File: config.mk
export PLATFORM = sky130hd
export DESIGN_NAME = beat_sound_scheduler_flat
export DESIGN_NICKNAME = d
export VERILOG_FILES = /design/src/rtl/beat_sound_scheduler_pkg.sv /design/src/rtl/beat_sound_scheduler_if.sv /design/src/rtl/beat_sound_scheduler_tone_timer.sv /design/src/rtl/beat_sound_scheduler.sv /design/src/flat_wrapper.sv
export SDC_FILE = /design/constraint.sdc
export NUM_CORES = 1
export LEC_CHECK = 0
export ABC_AREA = 1
export BUFFER_PORTS_ARGS = -buffer_cell sky130_fd_sc_hd__buf_2
export CAP_MARGIN = 20
export CORE_ASPECT_RATIO = 0.8
export CORE_MARGIN = 3
export CORE_UTILIZATION = 55
export CTS_CLUSTER_SIZE = 12
export DETAILED_ROUTE_END_ITERATION = 16
export GPL_ROUTABILITY_DRIVEN = 0
export GPL_TIMING_DRIVEN = 0
export PLACE_DENSITY = 0.79
export SETUP_SLACK_MARGIN = 0.15
export SYNTH_ARGS = -nofsm -noshare
export SYNTH_HDL_FRONTEND = slang
export SYNTH_SLANG_ARGS = --single-unit
File: constraint.sdc
create_clock -name clk -period 2.1 [get_ports clk]
set_input_delay 0.21 -clock clk [delete_from_list [all_inputs] [get_ports clk]]
set_output_delay 0.21 -clock clk [all_outputs]
set_load 0.01 [all_outputs]
File: src/rtl/beat_sound_scheduler_pkg.sv
// Shared types and constants for the beat/melody tone scheduler.
package beat_sound_pkg;

  typedef enum logic [1:0] {
    IDLE      = 2'd0,
    BEAT_PLAY = 2'd1,
    MEL_PLAY  = 2'd2,
    GAP       = 2'd3
  } state_e;

  localparam int unsigned TONE_W = 32'd8;
  localparam int unsigned VOL_W  = 32'd2;
  localparam int unsigned PEND_W = 32'd3;

  localparam logic [TONE_W-1:0] DEFAULT_BEAT_TONE = 8'd60;
  localparam logic [VOL_W-1:0]  MEL_VOLUME        = 2'b10;
  localparam logic [VOL_W-1:0]  MIN_VOLUME        = 2'b01;

  // A zero-intensity beat would be inaudible, so it is lifted to the quietest level.
  function automatic logic [VOL_W-1:0] beat_volume(input logic [VOL_W-1:0] intensity);
    logic [VOL_W-1:0] vol;
    if (intensity == 2'b00) begin
      vol = MIN_VOLUME;
    end else begin
      vol = intensity;
    end
    return vol;
  endfunction

  function automatic int unsigned max3(input int unsigned a, input int unsigned b,
                                       input int unsigned c);
    int unsigned m;
    m = (a > b) ? a : b;
    m = (m > c) ? m : c;
    return m;
  endfunction

endpackage

File: src/rtl/beat_sound_scheduler_if.sv
// Requester-side and synthesizer-side signals of the tone scheduler.
interface beat_sound_scheduler_if;
  import beat_sound_pkg::*;

  logic              beat_en;
  logic [VOL_W-1:0]  beat_intensity;
  logic              mel_req;
  logic [TONE_W-1:0] mel_tone;
  logic              mel_gnt;
  logic              tone_start;
  logic [TONE_W-1:0] tone_code;
  logic [VOL_W-1:0]  tone_volume;
  logic              tone_active;
  logic              beat_dropped;
  logic [PEND_W-1:0] pend_cnt;

  modport master (
    output beat_en, beat_intensity, mel_req, mel_tone,
    input  mel_gnt, tone_start, tone_code, tone_volume, tone_active, beat_dropped, pend_cnt
  );

  modport slave (
    input  beat_en, beat_intensity, mel_req, mel_tone,
    output mel_gnt, tone_start, tone_code, tone_volume, tone_active, beat_dropped, pend_cnt
  );
endinterface

File: src/rtl/beat_sound_scheduler_tone_timer.sv
// Loadable down-counter with zero flag; holds at zero until the next load.
module tone_timer #(
  parameter int unsigned W = 32'd4
) (
  input  logic         clk,
  input  logic         rst,
  input  logic         load_i,
  input  logic [W-1:0] load_val_i,
  output logic         zero_o
);

  logic [W-1:0] cnt_q, cnt_d;

  always_comb begin
    cnt_d = cnt_q;
    if (load_i) begin
      cnt_d = load_val_i;
    end else if (cnt_q != '0) begin
      cnt_d = cnt_q - W'(1);
    end else begin
      cnt_d = cnt_q;
    end
  end

  always_ff @(posedge clk) begin
    if (!rst) begin
      cnt_q <= '0;
    end else begin
      cnt_q <= cnt_d;
    end
  end

  assign zero_o = (cnt_q == '0);

endmodule

File: src/rtl/beat_sound_scheduler.sv
// Arbitrates the shared tone generator between queued beats and melody requests.
module beat_sound_scheduler
  import beat_sound_pkg::*;
#(
  parameter logic [7:0]  BEAT_TONE = DEFAULT_BEAT_TONE,
  parameter int unsigned BEAT_LEN  = 32'd2500000,
  parameter int unsigned MEL_LEN   = 32'd5000000,
  parameter int unsigned GAP_LEN   = 32'd250000,
  parameter int unsigned MAX_PEND  = 32'd3,
  parameter int unsigned PREEMPT   = 32'd1
) (
  input logic                    clk,
  input logic                    rst,
  beat_sound_scheduler_if.slave  bus
);

  localparam int unsigned TW = $clog2(max3(BEAT_LEN, MEL_LEN, GAP_LEN));
  localparam logic [TW-1:0]     BEAT_LOAD = TW'(BEAT_LEN - 32'd1);
  localparam logic [TW-1:0]     MEL_LOAD  = TW'(MEL_LEN - 32'd1);
  localparam logic [TW-1:0]     GAP_LOAD  = TW'(GAP_LEN - 32'd1);
  localparam logic [PEND_W-1:0] PEND_MAX  = PEND_W'(MAX_PEND);

  state_e            state_q, state_d;
  logic [PEND_W-1:0] pend_q, pend_d;
  logic [VOL_W-1:0]  last_int_q, last_int_d;
  logic              gnt_q, gnt_d;
  logic              start_q, start_d;
  logic [TONE_W-1:0] code_q, code_d;
  logic [VOL_W-1:0]  vol_q, vol_d;
  logic              active_q, active_d;
  logic              drop_q, drop_d;

  logic              tmr_load_s;
  logic [TW-1:0]     tmr_val_s;
  logic              tmr_zero_s;
  logic              beat_take_s;
  logic              preempt_s;

  tone_timer #(.W(TW)) u_timer (
    .clk        (clk),
    .rst        (rst),
    .load_i     (tmr_load_s),
    .load_val_i (tmr_val_s),
    .zero_o     (tmr_zero_s)
  );

  assign preempt_s = (PREEMPT != 32'd0) && (pend_q != 3'd0);

  // A beat_en arriving in IDLE holds off the melody so the beat is served first.
  always_comb begin
    state_d     = state_q;
    tmr_load_s  = 1'b0;
    tmr_val_s   = '0;
    gnt_d       = 1'b0;
    start_d     = 1'b0;
    code_d      = code_q;
    vol_d       = vol_q;
    beat_take_s = 1'b0;
    case (state_q)
      IDLE: begin
        if (pend_q != 3'd0) begin
          start_d     = 1'b1;
          code_d      = BEAT_TONE;
          vol_d       = beat_volume(last_int_q);
          tmr_load_s  = 1'b1;
          tmr_val_s   = BEAT_LOAD;
          beat_take_s = 1'b1;
          state_d     = BEAT_PLAY;
        end else if (bus.mel_req && !bus.beat_en) begin
          gnt_d      = 1'b1;
          start_d    = 1'b1;
          code_d     = bus.mel_tone;
          vol_d      = MEL_VOLUME;
          tmr_load_s = 1'b1;
          tmr_val_s  = MEL_LOAD;
          state_d    = MEL_PLAY;
        end else begin
          state_d = IDLE;
        end
      end
      BEAT_PLAY: begin
        if (tmr_zero_s) begin
          tmr_load_s = 1'b1;
          tmr_val_s  = GAP_LOAD;
          state_d    = GAP;
        end else begin
          state_d = BEAT_PLAY;
        end
      end
      MEL_PLAY: begin
        if (preempt_s || tmr_zero_s) begin
          tmr_load_s = 1'b1;
          tmr_val_s  = GAP_LOAD;
          state_d    = GAP;
        end else begin
          state_d = MEL_PLAY;
        end
      end
      GAP: begin
        if (tmr_zero_s) begin
          state_d = IDLE;
        end else begin
          state_d = GAP;
        end
      end
      default: begin
        state_d = IDLE;
      end
    endcase
    active_d = (state_d == BEAT_PLAY) || (state_d == MEL_PLAY);
  end

  always_comb begin
    pend_d     = pend_q;
    drop_d     = 1'b0;
    last_int_d = last_int_q;
    if (bus.beat_en) begin
      last_int_d = bus.beat_intensity;
      if (beat_take_s) begin
        pend_d = pend_q;
      end else if (pend_q == PEND_MAX) begin
        drop_d = 1'b1;
      end else begin
        pend_d = pend_q + 3'd1;
      end
    end else if (beat_take_s) begin
      pend_d = pend_q - 3'd1;
    end else begin
      pend_d = pend_q;
    end
  end

  always_ff @(posedge clk) begin
    if (!rst) begin
      state_q    <= IDLE;
      pend_q     <= '0;
      last_int_q <= '0;
      gnt_q      <= 1'b0;
      start_q    <= 1'b0;
      code_q     <= '0;
      vol_q      <= '0;
      active_q   <= 1'b0;
      drop_q     <= 1'b0;
    end else begin
      state_q    <= state_d;
      pend_q     <= pend_d;
      last_int_q <= last_int_d;
      gnt_q      <= gnt_d;
      start_q    <= start_d;
      code_q     <= code_d;
      vol_q      <= vol_d;
      active_q   <= active_d;
      drop_q     <= drop_d;
    end
  end

  assign bus.mel_gnt      = gnt_q;
  assign bus.tone_start   = start_q;
  assign bus.tone_code    = code_q;
  assign bus.tone_volume  = vol_q;
  assign bus.tone_active  = active_q;
  assign bus.beat_dropped = drop_q;
  assign bus.pend_cnt     = pend_q;

endmodule

File: src/flat_wrapper.sv
// flat-port wrapper written by rule: the top's interface ports become plain ports
module beat_sound_scheduler_flat import beat_sound_pkg::*;
#(
  parameter logic [7:0]  BEAT_TONE = DEFAULT_BEAT_TONE,
  parameter int unsigned BEAT_LEN  = 32'd2500000,
  parameter int unsigned MEL_LEN   = 32'd5000000,
  parameter int unsigned GAP_LEN   = 32'd250000,
  parameter int unsigned MAX_PEND  = 32'd3,
  parameter int unsigned PREEMPT   = 32'd1
)
  (clk, rst, bus_beat_en, bus_beat_intensity, bus_mel_req, bus_mel_tone, bus_mel_gnt, bus_tone_start, bus_tone_code, bus_tone_volume, bus_tone_active, bus_beat_dropped, bus_pend_cnt);
  beat_sound_scheduler_if bus_i ();
  input logic clk;
  input logic rst;
  input wire logic [$bits(bus_i.beat_en)-1:0] bus_beat_en;
  input wire logic [$bits(bus_i.beat_intensity)-1:0] bus_beat_intensity;
  input wire logic [$bits(bus_i.mel_req)-1:0] bus_mel_req;
  input wire logic [$bits(bus_i.mel_tone)-1:0] bus_mel_tone;
  output wire logic [$bits(bus_i.mel_gnt)-1:0] bus_mel_gnt;
  output wire logic [$bits(bus_i.tone_start)-1:0] bus_tone_start;
  output wire logic [$bits(bus_i.tone_code)-1:0] bus_tone_code;
  output wire logic [$bits(bus_i.tone_volume)-1:0] bus_tone_volume;
  output wire logic [$bits(bus_i.tone_active)-1:0] bus_tone_active;
  output wire logic [$bits(bus_i.beat_dropped)-1:0] bus_beat_dropped;
  output wire logic [$bits(bus_i.pend_cnt)-1:0] bus_pend_cnt;
  assign bus_i.beat_en = bus_beat_en;
  assign bus_i.beat_intensity = bus_beat_intensity;
  assign bus_i.mel_req = bus_mel_req;
  assign bus_i.mel_tone = bus_mel_tone;
  assign bus_mel_gnt = bus_i.mel_gnt;
  assign bus_tone_start = bus_i.tone_start;
  assign bus_tone_code = bus_i.tone_code;
  assign bus_tone_volume = bus_i.tone_volume;
  assign bus_tone_active = bus_i.tone_active;
  assign bus_beat_dropped = bus_i.beat_dropped;
  assign bus_pend_cnt = bus_i.pend_cnt;
  beat_sound_scheduler #(.BEAT_TONE(BEAT_TONE), .BEAT_LEN(BEAT_LEN), .MEL_LEN(MEL_LEN), .GAP_LEN(GAP_LEN), .MAX_PEND(MAX_PEND), .PREEMPT(PREEMPT)) u_core (.clk(clk), .rst(rst), .bus(bus_i));
endmodule
==> results_dict.tcl <==
set metrics [dict create \
    worstHoldPathCells 3 \
    drc_errors 0 \
    cp_data_arrival_time_ns 1.98 \
    cts_setup_buffers 0 \
    ios 31 \
    cts_tree "yes" \
    fin_skew_ns 0.00181 \
    coreArea_mm2 0.00423 \
    fin_nets 411 \
    ctsHoldBuffers 0 \
    grt_pass1_wl_mm 10.2 \
    synth_cell_types 35 \
    ant_nets 0 \
    drv_slew 0 \
    syn_area_mm2 0.00245 \
    seqCellArea_um2 881 \
    dp_hpwl_mm 4.47 \
    ff2ff_path_depth 9 \
    crit_type "reg -> reg" \
    path_clk_slew_ns 0.08 \
    final_common_cell "nand2_1" \
    clockBufferDepth 2 \
    power.leakage_nw 1.39 \
    worstMarginPinSlew_ns 0.469 \
    start_util_pct 57.9 \
    dieArea_mm2 0.00529 \
    clock-sinks 44 \
    overflow 0 \
    row_count 21 \
    path_max_fanout 5 \
    antenna_found_initial 0 \
    drive_gt1_share_pct 20.3 \
    status "finished clean" \
    rsz0062_at_grt "no" \
    finalHoldViolations 0 \
    seq_area_frac_synth_pct 36.0 \
    synthCells 357 \
    via_per_inst 5.40 \
    setup_viol 0 \
    nFillCells 378 \
    grt_util_all_layers_pct 24.8 \
    die_w_um 80.6 \
    clkLatencyLatePin_ns 0.30 \
    die_h_um 65.7 \
    netlist_top_cells_area "dfxtp_1 36%, nand2_1 14%, nor2_1 7.5%, nand3_1 5.7%, inv_1 5.7%" \
    port_buffers 30 \
    syn_area_per_cell_um2 6.86 \
    n_antenna_cell 0 \
    synth.largest_area_cell "dfxtp_1" \
    finalSetupTns_ns 0 \
    yosys_warnings 0 \
    layout_min_cycle_time_ns 1.78 \
    numCtsBuffers 5 \
    drt_wl_total_mm 6.02 \
    grt_pass1_vias 2227 \
    layout_common_cells "91 x nand2_1, 49 x nor2_1, 44 x dfxtp_1, 37 x inv_1, 32 x buf_2" \
    whs_ns 0.0995 \
    synth_nets 374 \
    firstDrtPassIters 5 \
    critPathLaunchType "flip-flop" \
    drt_iter0_markers 222 \
    ctsHtreeMaxLevel 2 \
    multi_input_area_mm2 0.00136 \
    yosys.area.top_type_share_pct 36.0 \
    cap_violations 0 \
    post-route-period-util_pct 84.7 \
    grt_max_degree 14 \
    final_util_pct 66.1 \
    required_ns 2.30 \
    irDropWorstVdd_uv 769 \
    power.total_mw 4.85 \
    area_delta_synth_final_pct 14.2 \
    powerDensity_mw_per_mm2 1730 \
    post_cts_resized 0 \
    clock-root-buffer "clkbuf_8" \
    end_kind "flip-flop" \
    synth_seq_cells 44 \
    drt-wirelength-per-cell_um 13.3 \
    hp-class "in -> reg" \
    relSlewSlack_pct 68.7 \
    vias 2439 \
    max_freq_mhz 562 \
]
==> worst paths after layout <==
kind / start / endpoint / slack (ns)
setup / recovery: u_core.u_timer.cnt_q[0]$_SDFFE_PN0P_ / u_core.u_timer.cnt_q[20]$_SDFFE_PN0P_ / 0.32
hold / removal: bus_mel_tone[0] / u_core.bus.tone_code[0]$_SDFFE_PN0P_ / 0.1
setup reg to reg: u_core.u_timer.cnt_q[0]$_SDFFE_PN0P_ / u_core.u_timer.cnt_q[20]$_SDFFE_PN0P_ / 0.32
hold reg to reg: u_core.bus.tone_code[0]$_SDFFE_PN0P_ / u_core.bus.tone_code[0]$_SDFFE_PN0P_ / 0.47
==> power breakdown <==
part	internal (mW)	switching (mW)	total [mW]
combinational	0.920	1.83	2.75
sequential	1.13	0.245	1.37
clock	0.420	0.303	0.723
total	2.47	2.38	4.85
==> through the flow <==
step           instances  cell area, um^2  setup WS [ns]
2_1_floorplan        357             2450          0.588
6_report             452             2800          0.321
3_5_place_dp         444             2670          0.387
4_1_cts              452             2800          0.360
3_3_place_gp         444             2670          0.407
5_1_grt              452             2800          0.190
==> cell usage after synthesis (all sizes together) <==
cell type	n
a21oi	21
a31oi	1
a32o	2
buf	6
clkbuf	1
clkinv	1
dfxtp	44
fa	1
ha	2
inv	44
nand2	97
nand3	31
nand3b	2
nand4	5
nor2	62
nor3	5
o21ai	16
o221a	4
or2	2
xnor2	2
xor2	8
==> worst max-delay path, stage by stage (launching register included) <==
cell	delay (ns)
dfxtp_1	0.32
inv_1	0.11
ha_1	0.26
nand2_1	0.10
nor2_1	0.36
nand2_1	0.12
nor2_1	0.10
nand2_1	0.10
xor2_1	0.15
nor2_1	0.06
==> metal layers <==
layer | up-vias | wire length, um | GRT usage [%]
li1 | 1212 | - | -
met1 | 1101 | 2830 | 33.9
met2 | 102 | 2570 | 38.4
met3 | 24 | 462 | 4.25
met4 | 0 | 155 | 10.8
met5 | - | 0 | 0
==> kinds of logic after synthesis <==
| family | after synthesis | synth area share [%] |
|---|---|---|
| DFF | 44 | 36.0 |
| and+or+nand+nor | 204 | 39.3 |
| buffers and inverters | 52 | 8.69 |
| xor gates and xnor gates | 10 | 3.58 |
| adders and majority gates | 3 | 1.84 |
| AOI/OAI and AO/OA | 44 | 10.6 |
==> sequential cells by signal, indices dropped and copies added, names as in the netlist <==
signal,cells
u_core.last_int_q,2
u_core.bus.pend_cnt,3
u_core.bus.tone_active,1
u_core.bus.tone_volume,2
u_core.state_q,2
u_core.bus.tone_code,8
u_core.bus.tone_start,1
u_core.u_timer.cnt_q,23
u_core.bus.beat_dropped,1
u_core.bus.mel_gnt,1
==> layout make-up <==
class | count | share of cell area, %
inverters | 45 | 6.04
repair buffers | 30 | 5.37
flip-flops and latches | 44 | 31.5
plain buffers | 7 | 1.57
multi-input cells | 261 | 48.5
well taps | 57 | 2.55
clock inverters | 1 | 1.07
clock buffers | 7 | 3.45
Power figures use the tool's default switching activity.
